### src/rtl/issue_pkg.sv
// Shared types and helpers for the decode-to-execute issue stage.
package issue_pkg;

  // Register index width for a given architectural register count.
  function automatic int reg_aw(input int nregs);
    return (nregs > 1) ? $clog2(nregs) : 1;
  endfunction

  localparam int XLEN_DEF   = 32;
  localparam int NREGS_DEF  = 32;
  localparam int CTRL_W_DEF = 24;
  localparam int REG_AW_DEF = reg_aw(NREGS_DEF);

  typedef enum logic [0:0] {
    S_RUN  = 1'b0,
    S_CTRL = 1'b1
  } state_t;

  // Contents of the issue register at the default configuration.
  typedef struct packed {
    logic [CTRL_W_DEF-1:0] ctrl;
    logic [XLEN_DEF-1:0]   pc;
    logic [XLEN_DEF-1:0]   imm;
    logic [XLEN_DEF-1:0]   a;
    logic [XLEN_DEF-1:0]   b;
    logic [REG_AW_DEF-1:0] rd;
    logic                  reg_we;
  } issue_t;

endpackage

### src/rtl/issue_if.sv
// Decode-side request channel and execute-side issue channel of the issue stage.
interface issue_if
  import issue_pkg::*;
#(
  parameter int XLEN   = 32,
  parameter int NREGS  = 32,
  parameter int CTRL_W = 24,
  parameter int REG_AW = reg_aw(NREGS)
);

  logic              in_valid;
  logic              in_ready;
  logic [REG_AW-1:0] in_rs1;
  logic [REG_AW-1:0] in_rs2;
  logic [REG_AW-1:0] in_rd;
  logic              in_use_rs1;
  logic              in_use_rs2;
  logic              in_reg_we;
  logic              in_is_load;
  logic              in_is_ctrl;
  logic              in_is_long;
  logic [CTRL_W-1:0] in_ctrl;
  logic [XLEN-1:0]   in_pc;
  logic [XLEN-1:0]   in_imm;
  logic [XLEN-1:0]   in_rdata_a;
  logic [XLEN-1:0]   in_rdata_b;

  logic              out_valid;
  logic              out_ready;
  logic [CTRL_W-1:0] out_ctrl;
  logic [XLEN-1:0]   out_pc;
  logic [XLEN-1:0]   out_imm;
  logic [XLEN-1:0]   out_a;
  logic [XLEN-1:0]   out_b;
  logic [REG_AW-1:0] out_rd;
  logic              out_reg_we;

  // Surrounding pipeline: supplies decoded instructions, consumes issued ones.
  modport master (
    output in_valid, in_rs1, in_rs2, in_rd, in_use_rs1, in_use_rs2, in_reg_we,
           in_is_load, in_is_ctrl, in_is_long, in_ctrl, in_pc, in_imm,
           in_rdata_a, in_rdata_b, out_ready,
    input  in_ready, out_valid, out_ctrl, out_pc, out_imm, out_a, out_b,
           out_rd, out_reg_we
  );

  // Issue stage.
  modport slave (
    input  in_valid, in_rs1, in_rs2, in_rd, in_use_rs1, in_use_rs2, in_reg_we,
           in_is_load, in_is_ctrl, in_is_long, in_ctrl, in_pc, in_imm,
           in_rdata_a, in_rdata_b, out_ready,
    output in_ready, out_valid, out_ctrl, out_pc, out_imm, out_a, out_b,
           out_rd, out_reg_we
  );

endinterface

### src/rtl/issue_scoreboard.sv
// Per-register busy tracking for loads and long ops, with source hazard lookup.
module issue_scoreboard #(
  parameter int NREGS  = 32,
  parameter int REG_AW = 5
) (
  input  logic              clk,
  input  logic              reset,
  input  logic              set_en,
  input  logic [REG_AW-1:0] set_rd,
  input  logic              clr_en,
  input  logic [REG_AW-1:0] clr_rd,
  input  logic              use_rs1,
  input  logic [REG_AW-1:0] rs1,
  input  logic              use_rs2,
  input  logic [REG_AW-1:0] rs2,
  output logic              haz_rs1,
  output logic              haz_rs2,
  output logic [NREGS-1:0]  busy
);

  logic [NREGS-1:0] busy_nxt;

  // Next busy vector: an issuing producer beats a same-index writeback; x0 is never busy.
  always_comb begin
    busy_nxt = busy;
    for (int i = 1; i < NREGS; i++) begin
      if (set_en && (set_rd == REG_AW'(i))) begin
        busy_nxt[i] = 1'b1;
      end else if (clr_en && (clr_rd == REG_AW'(i))) begin
        busy_nxt[i] = 1'b0;
      end
    end
    busy_nxt[0] = 1'b0;
  end

  // Busy vector register.
  always_ff @(posedge clk) begin
    if (reset) begin
      busy <= '0;
    end else begin
      busy <= busy_nxt;
    end
  end

  // A source stalls only while its producer is busy and not writing back this cycle.
  always_comb begin
    haz_rs1 = use_rs1 && busy[rs1] && !(clr_en && (clr_rd == rs1));
    haz_rs2 = use_rs2 && busy[rs2] && !(clr_en && (clr_rd == rs2));
  end

endmodule

### src/rtl/issue_stage.sv
// Decode-to-execute issue register with scoreboard, bypass and control-hazard shadow.
//
//   state  | meaning
//   -------+---------------------------------------------------------------
//   S_RUN  | normal issue, gated only by data and long-op hazards
//   S_CTRL | shadow after a branch/jump issued; cnt counts remaining cycles
module issue_stage
  import issue_pkg::*;
#(
  parameter int XLEN           = 32,
  parameter int NREGS          = 32,
  parameter int CTRL_W         = 24,
  parameter int CTRL_BUBBLES   = 3,
  parameter bit SERIALIZE_LONG = 1'b1,
  parameter int REG_AW         = reg_aw(NREGS)
) (
  input  logic              clk,
  input  logic              reset,
  input  logic              run,
  input  logic              flush,
  issue_if.slave            io,
  input  logic              wb_we,
  input  logic [REG_AW-1:0] wb_rd,
  input  logic [XLEN-1:0]   wb_data,
  input  logic              long_done,
  output logic [NREGS-1:0]  busy
);

  localparam int CNT_W = (CTRL_BUBBLES > 0) ? $clog2(CTRL_BUBBLES + 1) : 1;

  typedef struct packed {
    logic [CTRL_W-1:0] ctrl;
    logic [XLEN-1:0]   pc;
    logic [XLEN-1:0]   imm;
    logic [XLEN-1:0]   a;
    logic [XLEN-1:0]   b;
    logic [REG_AW-1:0] rd;
    logic              reg_we;
  } stage_t;

  state_t           state;
  state_t           state_nxt;
  logic [CNT_W-1:0] cnt;
  logic [CNT_W-1:0] cnt_nxt;
  logic             ctrl_block;
  logic             long_pending;
  logic             hazard;
  logic             accept;
  logic             haz_rs1;
  logic             haz_rs2;
  logic             sb_set;
  logic             out_valid_q;
  stage_t           out_q;
  stage_t           out_d;

  // Only loads and long ops leave a result in flight past the execute stage.
  assign sb_set = accept && io.in_reg_we && (io.in_is_load || io.in_is_long);

  issue_scoreboard #(
    .NREGS  (NREGS),
    .REG_AW (REG_AW)
  ) u_scoreboard (
    .clk     (clk),
    .reset   (reset),
    .set_en  (sb_set),
    .set_rd  (io.in_rd),
    .clr_en  (wb_we),
    .clr_rd  (wb_rd),
    .use_rs1 (io.in_use_rs1),
    .rs1     (io.in_rs1),
    .use_rs2 (io.in_use_rs2),
    .rs2     (io.in_rs2),
    .haz_rs1 (haz_rs1),
    .haz_rs2 (haz_rs2),
    .busy    (busy)
  );

  // Issue is blocked by data hazards, the control shadow, or an outstanding long op.
  always_comb begin
    hazard = haz_rs1 || haz_rs2 || ctrl_block
          || (io.in_is_long && long_pending)
          || (SERIALIZE_LONG && long_pending);
  end

  assign io.in_ready = run && !flush && !hazard && (!out_valid_q || io.out_ready);
  assign accept      = io.in_valid && io.in_ready;

  // Capture payload, taking operands from the writeback bus when it targets a source.
  always_comb begin
    out_d        = '0;
    out_d.ctrl   = io.in_ctrl;
    out_d.pc     = io.in_pc;
    out_d.imm    = io.in_imm;
    out_d.a      = (wb_we && (wb_rd == io.in_rs1) && (io.in_rs1 != '0)) ? wb_data : io.in_rdata_a;
    out_d.b      = (wb_we && (wb_rd == io.in_rs2) && (io.in_rs2 != '0)) ? wb_data : io.in_rdata_b;
    out_d.rd     = io.in_rd;
    out_d.reg_we = io.in_reg_we;
  end

  // Issue register: flush kills the held instruction, run=0 freezes it.
  always_ff @(posedge clk) begin
    if (reset) begin
      out_valid_q <= 1'b0;
      out_q       <= '0;
    end else if (flush) begin
      out_valid_q <= 1'b0;
    end else if (run) begin
      if (accept) begin
        out_valid_q <= 1'b1;
        out_q       <= out_d;
      end else if (out_valid_q && io.out_ready) begin
        out_valid_q <= 1'b0;
      end
    end
  end

  assign io.out_valid  = out_valid_q;
  assign io.out_ctrl   = out_q.ctrl;
  assign io.out_pc     = out_q.pc;
  assign io.out_imm    = out_q.imm;
  assign io.out_a      = out_q.a;
  assign io.out_b      = out_q.b;
  assign io.out_rd     = out_q.rd;
  assign io.out_reg_we = out_q.reg_we;

  // Long-op tracker; a new long op issuing beats a completion in the same cycle.
  // Survives flush and run=0 because the op is already executing.
  always_ff @(posedge clk) begin
    if (reset) begin
      long_pending <= 1'b0;
    end else if (accept && io.in_is_long) begin
      long_pending <= 1'b1;
    end else if (long_done) begin
      long_pending <= 1'b0;
    end
  end

  // FSM state and shadow down-counter register.
  always_ff @(posedge clk) begin
    if (reset) begin
      state <= S_RUN;
      cnt   <= '0;
    end else begin
      state <= state_nxt;
      cnt   <= cnt_nxt;
    end
  end

  // Next state: enter the shadow on control issue, leave at terminal count or on flush.
  always_comb begin
    state_nxt = state;
    cnt_nxt   = cnt;
    case (state)
      S_RUN: begin
        if ((CTRL_BUBBLES > 0) && accept && io.in_is_ctrl) begin
          state_nxt = S_CTRL;
          cnt_nxt   = CNT_W'(CTRL_BUBBLES);
        end
      end
      S_CTRL: begin
        if (flush) begin
          state_nxt = S_RUN;
          cnt_nxt   = '0;
        end else if (run) begin
          if (cnt == CNT_W'(1)) begin
            state_nxt = S_RUN;
            cnt_nxt   = '0;
          end else begin
            cnt_nxt = cnt - CNT_W'(1);
          end
        end
      end
      default: begin
        state_nxt = S_RUN;
        cnt_nxt   = '0;
      end
    endcase
  end

  // FSM output: the whole shadow blocks issue.
  always_comb begin
    ctrl_block = (state == S_CTRL);
  end

endmodule

### src/flat_wrapper.sv
// flat-port wrapper written by rule: the top's interface ports become plain ports
module issue_stage_flat import issue_pkg::*;
#(
  parameter int XLEN           = 32,
  parameter int NREGS          = 32,
  parameter int CTRL_W         = 24,
  parameter int CTRL_BUBBLES   = 3,
  parameter bit SERIALIZE_LONG = 1'b1,
  parameter int REG_AW         = reg_aw(NREGS)
)
  (clk, reset, run, flush, wb_we, wb_rd, wb_data, long_done, busy, io_in_valid, io_in_rs1, io_in_rs2, io_in_rd, io_in_use_rs1, io_in_use_rs2, io_in_reg_we, io_in_is_load, io_in_is_ctrl, io_in_is_long, io_in_ctrl, io_in_pc, io_in_imm, io_in_rdata_a, io_in_rdata_b, io_out_ready, io_in_ready, io_out_valid, io_out_ctrl, io_out_pc, io_out_imm, io_out_a, io_out_b, io_out_rd, io_out_reg_we);
  issue_if #(.XLEN(XLEN), .NREGS(NREGS), .CTRL_W(CTRL_W), .REG_AW(REG_AW)) io_i ();
  input  logic clk;
  input  logic reset;
  input  logic run;
  input  logic flush;
  input  logic wb_we;
  input  logic [REG_AW-1:0] wb_rd;
  input  logic [XLEN-1:0] wb_data;
  input  logic long_done;
  output logic [NREGS-1:0] busy;
  input wire logic [$bits(io_i.in_valid)-1:0] io_in_valid;
  input wire logic [$bits(io_i.in_rs1)-1:0] io_in_rs1;
  input wire logic [$bits(io_i.in_rs2)-1:0] io_in_rs2;
  input wire logic [$bits(io_i.in_rd)-1:0] io_in_rd;
  input wire logic [$bits(io_i.in_use_rs1)-1:0] io_in_use_rs1;
  input wire logic [$bits(io_i.in_use_rs2)-1:0] io_in_use_rs2;
  input wire logic [$bits(io_i.in_reg_we)-1:0] io_in_reg_we;
  input wire logic [$bits(io_i.in_is_load)-1:0] io_in_is_load;
  input wire logic [$bits(io_i.in_is_ctrl)-1:0] io_in_is_ctrl;
  input wire logic [$bits(io_i.in_is_long)-1:0] io_in_is_long;
  input wire logic [$bits(io_i.in_ctrl)-1:0] io_in_ctrl;
  input wire logic [$bits(io_i.in_pc)-1:0] io_in_pc;
  input wire logic [$bits(io_i.in_imm)-1:0] io_in_imm;
  input wire logic [$bits(io_i.in_rdata_a)-1:0] io_in_rdata_a;
  input wire logic [$bits(io_i.in_rdata_b)-1:0] io_in_rdata_b;
  input wire logic [$bits(io_i.out_ready)-1:0] io_out_ready;
  output wire logic [$bits(io_i.in_ready)-1:0] io_in_ready;
  output wire logic [$bits(io_i.out_valid)-1:0] io_out_valid;
  output wire logic [$bits(io_i.out_ctrl)-1:0] io_out_ctrl;
  output wire logic [$bits(io_i.out_pc)-1:0] io_out_pc;
  output wire logic [$bits(io_i.out_imm)-1:0] io_out_imm;
  output wire logic [$bits(io_i.out_a)-1:0] io_out_a;
  output wire logic [$bits(io_i.out_b)-1:0] io_out_b;
  output wire logic [$bits(io_i.out_rd)-1:0] io_out_rd;
  output wire logic [$bits(io_i.out_reg_we)-1:0] io_out_reg_we;
  assign io_i.in_valid = io_in_valid;
  assign io_i.in_rs1 = io_in_rs1;
  assign io_i.in_rs2 = io_in_rs2;
  assign io_i.in_rd = io_in_rd;
  assign io_i.in_use_rs1 = io_in_use_rs1;
  assign io_i.in_use_rs2 = io_in_use_rs2;
  assign io_i.in_reg_we = io_in_reg_we;
  assign io_i.in_is_load = io_in_is_load;
  assign io_i.in_is_ctrl = io_in_is_ctrl;
  assign io_i.in_is_long = io_in_is_long;
  assign io_i.in_ctrl = io_in_ctrl;
  assign io_i.in_pc = io_in_pc;
  assign io_i.in_imm = io_in_imm;
  assign io_i.in_rdata_a = io_in_rdata_a;
  assign io_i.in_rdata_b = io_in_rdata_b;
  assign io_i.out_ready = io_out_ready;
  assign io_in_ready = io_i.in_ready;
  assign io_out_valid = io_i.out_valid;
  assign io_out_ctrl = io_i.out_ctrl;
  assign io_out_pc = io_i.out_pc;
  assign io_out_imm = io_i.out_imm;
  assign io_out_a = io_i.out_a;
  assign io_out_b = io_i.out_b;
  assign io_out_rd = io_i.out_rd;
  assign io_out_reg_we = io_i.out_reg_we;
  issue_stage #(.XLEN(XLEN), .NREGS(NREGS), .CTRL_W(CTRL_W), .CTRL_BUBBLES(CTRL_BUBBLES), .SERIALIZE_LONG(SERIALIZE_LONG), .REG_AW(REG_AW)) u_core (.clk(clk), .reset(reset), .run(run), .flush(flush), .io(io_i), .wb_we(wb_we), .wb_rd(wb_rd), .wb_data(wb_data), .long_done(long_done), .busy(busy));
endmodule
### config.mk
export PLATFORM = sky130hd
export DESIGN_NAME = issue_stage_flat
export DESIGN_NICKNAME = d
export VERILOG_FILES = /design/src/rtl/issue_pkg.sv /design/src/rtl/issue_if.sv /design/src/rtl/issue_scoreboard.sv /design/src/rtl/issue_stage.sv /design/src/flat_wrapper.sv
export SDC_FILE = /design/constraint.sdc
export NUM_CORES = 1
export LEC_CHECK = 0
export BUFFER_PORTS_ARGS = -buffer_cell sky130_fd_sc_hd__buf_2
export CAP_MARGIN = 10
export CELL_PAD_IN_SITES_DETAIL_PLACEMENT = 0
export CELL_PAD_IN_SITES_GLOBAL_PLACEMENT = 1
export CORE_MARGIN = 5
export CORE_UTILIZATION = 30
export DETAILED_ROUTE_END_ITERATION = 8
export PLACE_DENSITY_LB_ADDON = 0.1
export SYNTH_ARGS = -nofsm -noshare
export SYNTH_HDL_FRONTEND = slang
export SYNTH_SLANG_ARGS = --single-unit
### constraint.sdc
create_clock -name clk -period 2.2 [get_ports clk]
set_input_delay 0.11 -clock clk [delete_from_list [all_inputs] [get_ports clk]]
set_output_delay 0.11 -clock clk [all_outputs]
set_load 0.005 [all_outputs]
# Word level (Yosys, flattened, before mapping)
# Index checks and enable logic that the tools add are counted.
[word_totals] reg_bits=195 inputBits=218 elab_cells=327
[op_classes] add_sub_neg=1 magnitude_cmp=2 eq_ne=67 n_mux=82 n_bitwise=2 reduce_logical=130
[op_table] cell="$eq 5x5->1 const B" count=32
[op_table] cell="$eq 5x4->1 const B" count=16
[op_table] cell="$logic_and 1x1->1" count=80
[op_table] cell="$mux 1" count=72
[op_table] cell="$reduce_bool 2->1" count=33
[op_table] cell="$mux 32" count=2
[op_table] cell="$eq 5x3->1 const B" count=8
[op_table] cell="$eq 5x2->1 const B" count=4
[op_table] cell="$lt 5x6->1 const B" count=2
[op_table] cell="$bmux 1 s5" count=2
[op_table] cell="$eq 5x1->1 const B" count=2
[op_table] cell="$eq 5x5->1" count=2
[op_table] cell="$reduce_bool 5->1" count=2
[op_table] cell="$mux 2" count=4
[op_table] cell="$logic_or 1x1->1" count=6
[op_table] cell="$logic_not 1->1" count=5
[op_table] cell="$pmux 2 s2" count=1
[op_table] cell="$reduce_and 2->1" count=2
[op_table] cell="$ne 3x3->1 const B" count=1
[op_table] cell="$reduce_and 3->1" count=1
[op_table] cell="$eq 2x1->1 const B" count=1
[op_table] cell="$ne 2x1->1 const B" count=1
[op_table] cell="$not 1->1" count=2
[op_table] cell="$pmux 1 s2" count=1
[op_table] cell="2 further kinds" count=2

# Logic depth before layout (Yosys ltp)
[depth] depth_word=16 depth_mapped=10 mapped_depth_nobuf=6

# Cells and area by module
# Synthesis repeated with hierarchy kept, for this count alone.
[unflattened] hier_cells=1123 area_unflattened_um2=9369.0
[by_module_without_submodules] module="issue_stage" instances=1 cells_per_inst=877 area_each_um2=7332.0
[by_module_without_submodules] module="issue_scoreboard" instances=1 cells_per_inst=246 area_each_um2=2037.0

# Worst setup path before layout
# OpenSTA, ideal clock, no wires.
[synth_timing] kind="register -> register" startpoint="register u_core.u_scoreboard.busy[31]" endpoint="register u_core.out_q, in the netlist u_core.io.out_b[17]" setup_time_ns=0.146 arrival_ns=2.241 required_time_ns=2.054 path_slack_ns=-0.187 path_stages_with_launch=9 n_path_buf=2 period_less_slack_ns=2.387 path_cell_list="dfxtp_1 > mux4_2 > mux2_2 > a2111oi_4 > a221oi_4 > nor3_2 > buf_4 > buf_4 > a211oi_2"
[synth_via] elab_chain_cells=13 elab_cells_between_ends=17 classes_between="4 x mux; 13 x reduce/logical"
[synth_lines] item="start: declaration" line_no="issue_scoreboard.sv:18" text="output logic [NREGS-1:0] busy"
[synth_lines] item="start signal: assignment" line_no="issue_scoreboard.sv:41" text="busy <= busy_nxt;"
[synth_lines] item="$bmux 1 s5, on equally long branches" line_no="issue_scoreboard.sv:47, issue_scoreboard.sv:48"
[synth_lines] item="$mux 1, on equally long branches" line_no="issue_scoreboard.sv:47, issue_scoreboard.sv:48"
[synth_lines] item="$logic_and 1x1->1, on equally long branches (2 in series)" line_no="issue_scoreboard.sv:47, issue_scoreboard.sv:48"
[synth_lines] item="$logic_or 1x1->1 (*) (2 in series)" line_no="issue_stage.sv:80" text="hazard = haz_rs1 || haz_rs2 || ctrl_block"
[synth_lines] item="$logic_or 1x1->1 (*)" line_no="issue_stage.sv:81" text="|| (io.in_is_long && long_pending)"
[synth_lines] item="$logic_or 1x1->1 (*)" line_no="issue_stage.sv:82" text="|| (SERIALIZE_LONG && long_pending);"
[synth_lines] item="$logic_not 1->1 (*)" line_no="issue_stage.sv:85" text="assign io.in_ready = run && !flush && !hazard && (!out_valid_q || io.out_ready);"
[synth_lines] item="$logic_and 1x1->1 (*) (2 in series)" line_no="issue_stage.sv:85"
[synth_lines] item="$logic_and 1x1->1 (*)" line_no="issue_stage.sv:86" text="assign accept = io.in_valid && io.in_ready;"
[synth_lines] item="$reduce_and 3->1 (no line) (*)"
[synth_lines] item="end signal: assignment" line_no="issue_stage.sv:110" text="out_q <= out_d;"
[synth_lines] item="end: declaration" line_no="issue_stage.sv:53" text="stage_t out_q;"
# Every way passes the cells marked *; elsewhere a longest branch is shown, timed or not. The select of a mux whose other input is x is not followed.
# A chain may end at the register's enable or synchronous reset.

# Final worst setup path
[layout_timing] startpoint="register u_core.u_scoreboard.busy[21]" endpoint="register u_core.out_q, in the netlist u_core.io.out_imm[10]"
# Same word-level chain as after synthesis.

==> metrics.yaml <==
status:
  status: "finished, violations left"
  violations: "setup timing"
worst_setup_path:
  cp_data_arrival_time_ps: 2840
  path_max_fanout: 20
  critPathKind: "flop to flop"
  max_stage_delay_ps: 460
  crit_chain: "mux4_2, mux2_4, or3_4, o2111a_4, buf_8, bufbuf_16, o31ai_2, a21oi_1"
  cpMaxStageDelayCell: "mux4_2"
  required_ps: 2500
  cp-start-kind: "flop"
  crit_path_end_kind: "flop"
job:
  maxCapViolCount: 0
die:
  die_x_um: 188
  start_util: 0.303
  pin_count: 410
  core_um2: 31500
  die_h_um: 188
  dieArea_um2: 35500
  rows: 65
pwr:
  leakagePower_nw: 6.78
  p_total_mw: 9.65
  ir_drop_mv: 0.560
  powerDensity_nw_per_um2: 583
hold_path:
  min_path_type: "input pin to flop"
sta:
  post-route-min-period_ps: 2550
  drv_slew: 0
  setup_viol: 195
  hold_violations: 0
  fin_skew_ps: 9.31
  max_freq_ghz: 0.393
  worst_pin_slew_ps: 782
  fin_crit_sh: 1.16
  maxSlewHeadroom: 0.478
  layout_setup_ws_ps: -346
  rsz0062_at_grt: "true"
cts:
  clock_path_buffers: 2
  clock_sinks: 194
  clock_latency_ps: 440
  cts-root-buf: "clkbuf_16"
  cts_tree: "yes"
  cts_buffers: 17
  path_clk_slew_ps: 70
  htreeDepth: 4
route:
  ant_nets: 0
  drc_errors: 0
  wl_um: 43900
  wl_per_cell_um: 22.2
  num_vias: 10798
  via_per_inst: 5.45
  dr.pass1.iters: 4
  dr.first_iter.drc_count: 595
placed_design:
  port_buffers: 408
  hpwl_um: 29300
  gp_routability_congestion: 0.853
  place_inst: 1799
  placed_cell_area_um2: 13000
grt:
  grt_pass1_wl_um: 65400
  grt_pass1_vias: 10933
  antenna_found_initial: 0
  grt-ovfl-total: 0
  grt_max_degree: 135
  grt_use_total: 0.232
synthesis:
  netlist_area_um2: 9550
  ys_seq_area_frac: 0.407
  synthCells: 993
  ys.warnings.count: 0
  synthTopCellsByArea: "dfxtp_1 41%, mux2i_1 7.5%, o31ai_1 7.4%"
  synth_top_area_share: 0.407
  synth_fp_nets: 1212
  synth_area_leader_cell: "dfxtp_1"
  synth_edf_count: 0
  ys_ff_latch: 194
  ys_types: 57
  syn-mean-instance-area_um2: 9.62
  synthFlopType: "dfxtp_1"
  synthArstFlopShare: 0
layout:
  nets: 1785
  stdcell_area_um2: 16600
  areaGrowthSynthToFinish_pct: 73.4
  diodes: 0
  drive_above_1_share: 0.509
  final_core_util: 0.526
  fin_cells: 1981
registers in the layout, indices dropped and copies added (netlist names):
| signal | flops |
|---|---|
| u_core.io.out_rd | 5 |
| u_core.io.out_ctrl | 24 |
| u_core.io.out_b | 32 |
| u_core.ctrl_block | 1 |
| u_core.cnt | 2 |
| u_core.u_scoreboard.busy | 31 |
| u_core.long_pending | 1 |
| u_core.io.out_valid | 1 |
| u_core.io.out_reg_we | 1 |
| u_core.io.out_a | 32 |
| u_core.io.out_imm | 32 |
| u_core.io.out_pc | 32 |
critical path: cells and delay by family, from the launching register on:
kind                   cells  cell delay (ps)
AOI/OAI and AO/OA          3              510
buffers and inverters      2              480
DFF                        1              330
muxes                      2              740
and+or+nand+nor            1              340
layout by cell type (no fill, tap or decap), types with 8 or more instances in the layout:
master,n
a211oi_2,60
a21oi_1,88
a21oi_2,8
a31oi_1,64
a32o_1,31
buf_12,42
buf_16,16
buf_2,406
buf_4,99
buf_6,10
clkbuf_16,23
dfxtp_1,189
dlygate4sd3_1,101
mux2i_1,72
mux4_2,12
nand2_1,33
nand3_1,12
nand4_1,95
nor2_1,11
nor2b_1,8
o31ai_1,13
o31ai_2,35
o31ai_4,46
xnor2_1,10
power by group:
group	total, mW	switching [mW]	leakage (nW)	internal (mW)
combinational	2.50	1.28	4.90	1.22
sequential	3.80	0.112	1.58	3.68
clock	3.35	1.46	0.302	1.90
total	9.65	2.85	6.78	6.80
per-stage QoR:
step	hold WS [ps]	TNS (ps)	setup slack (ps)
2_1_floorplan	188	-11540	-114
3_3_place_gp	368	-42100	-288
3_5_place_dp	375	-46090	-271
4_1_cts	2.44	-65300	-388
5_1_grt	32.5	-72150	-417
6_report	22.4	-54940	-346
cells in the mapped netlist, drive strengths merged, types with 2 or more instances:
master and count:
dfxtp 194, a21oi 96, nand4 95, o31ai 94, mux2i 72, a211oi 66, clkbuf 66, a31oi 64
buf 63, nand2 33, a32o 31, nand3 13, mux4 12, nor2 12, xnor2 10, nor3 9
nor2b 8, inv 5, o21ai 4, and3 3, mux2 3, nand2b 3, nor3b 3, nor4 3
nor4b 3, o22ai 3, or3 3, a221oi 2, a31o 2, and2 2
routing by layer:
metal	GRT usage	up-vias	part of all wire
met5	0	-	0
met4	0.0746	0	0.026
met3	0.0463	57	0.057
met2	0.392	393	0.49
met1	0.299	5240	0.42
li1	-	5108	-
worst paths after layout:
| check | start | to | slack (ps) | cells after the start |
|---|---|---|---|---|
| min reg2reg | u_core.io.out_pc[29] | u_core.io.out_pc[29] | 470 | 2 |
| min | io_in_rdata_a[10] | u_core.io.out_a[10] | 20 | 3 |
| max | u_core.u_scoreboard.busy[21] | u_core.io.out_imm[10] | -350 | 8 |
| max reg2reg | u_core.u_scoreboard.busy[21] | u_core.io.out_imm[10] | -350 | 8 |
repair_timing:
item | 4_1_cts | 5_1_grt
cloned | 17 | 6
endpoints found under the setup margin | 195 | 195
resized for setup | 131 | 72
pin swaps | 48 | 58
buffers inserted | 15 | 11
hold endpoints to repair | 99 | 0
hold buffers | 101 | 0
cell families (layout without fill, tap and decap cells):
family / count (synthesis) / after routing / share of synthesized area
adder cells (fa/ha/maj): 1 / 1 / 0.00131
buffers and inverters: 134 / 720 / 0.0687
flip-flops: 194 / 194 / 0.407
AO/OA/AOI/OAI: 370 / 370 / 0.284
multiplexers: 87 / 87 / 0.107
XOR/XNOR: 10 / 10 / 0.00917
other: 1 / 1 / 0.000393
AND/OR/NAND/NOR: 196 / 196 / 0.123
final cells by class:
cell class / instances / area (um^2)
clock buffers: 22 / 474
clock inverters: 10 / 146
fillers: 2908 / 14900
inverters: 5 / 18.8
multi-input cells: 665 / 6130
flip-flops and latches: 194 / 3890
well taps: 402 / 503
repair buffers: 683 / 5390
(Power assumes the default switching activity.)
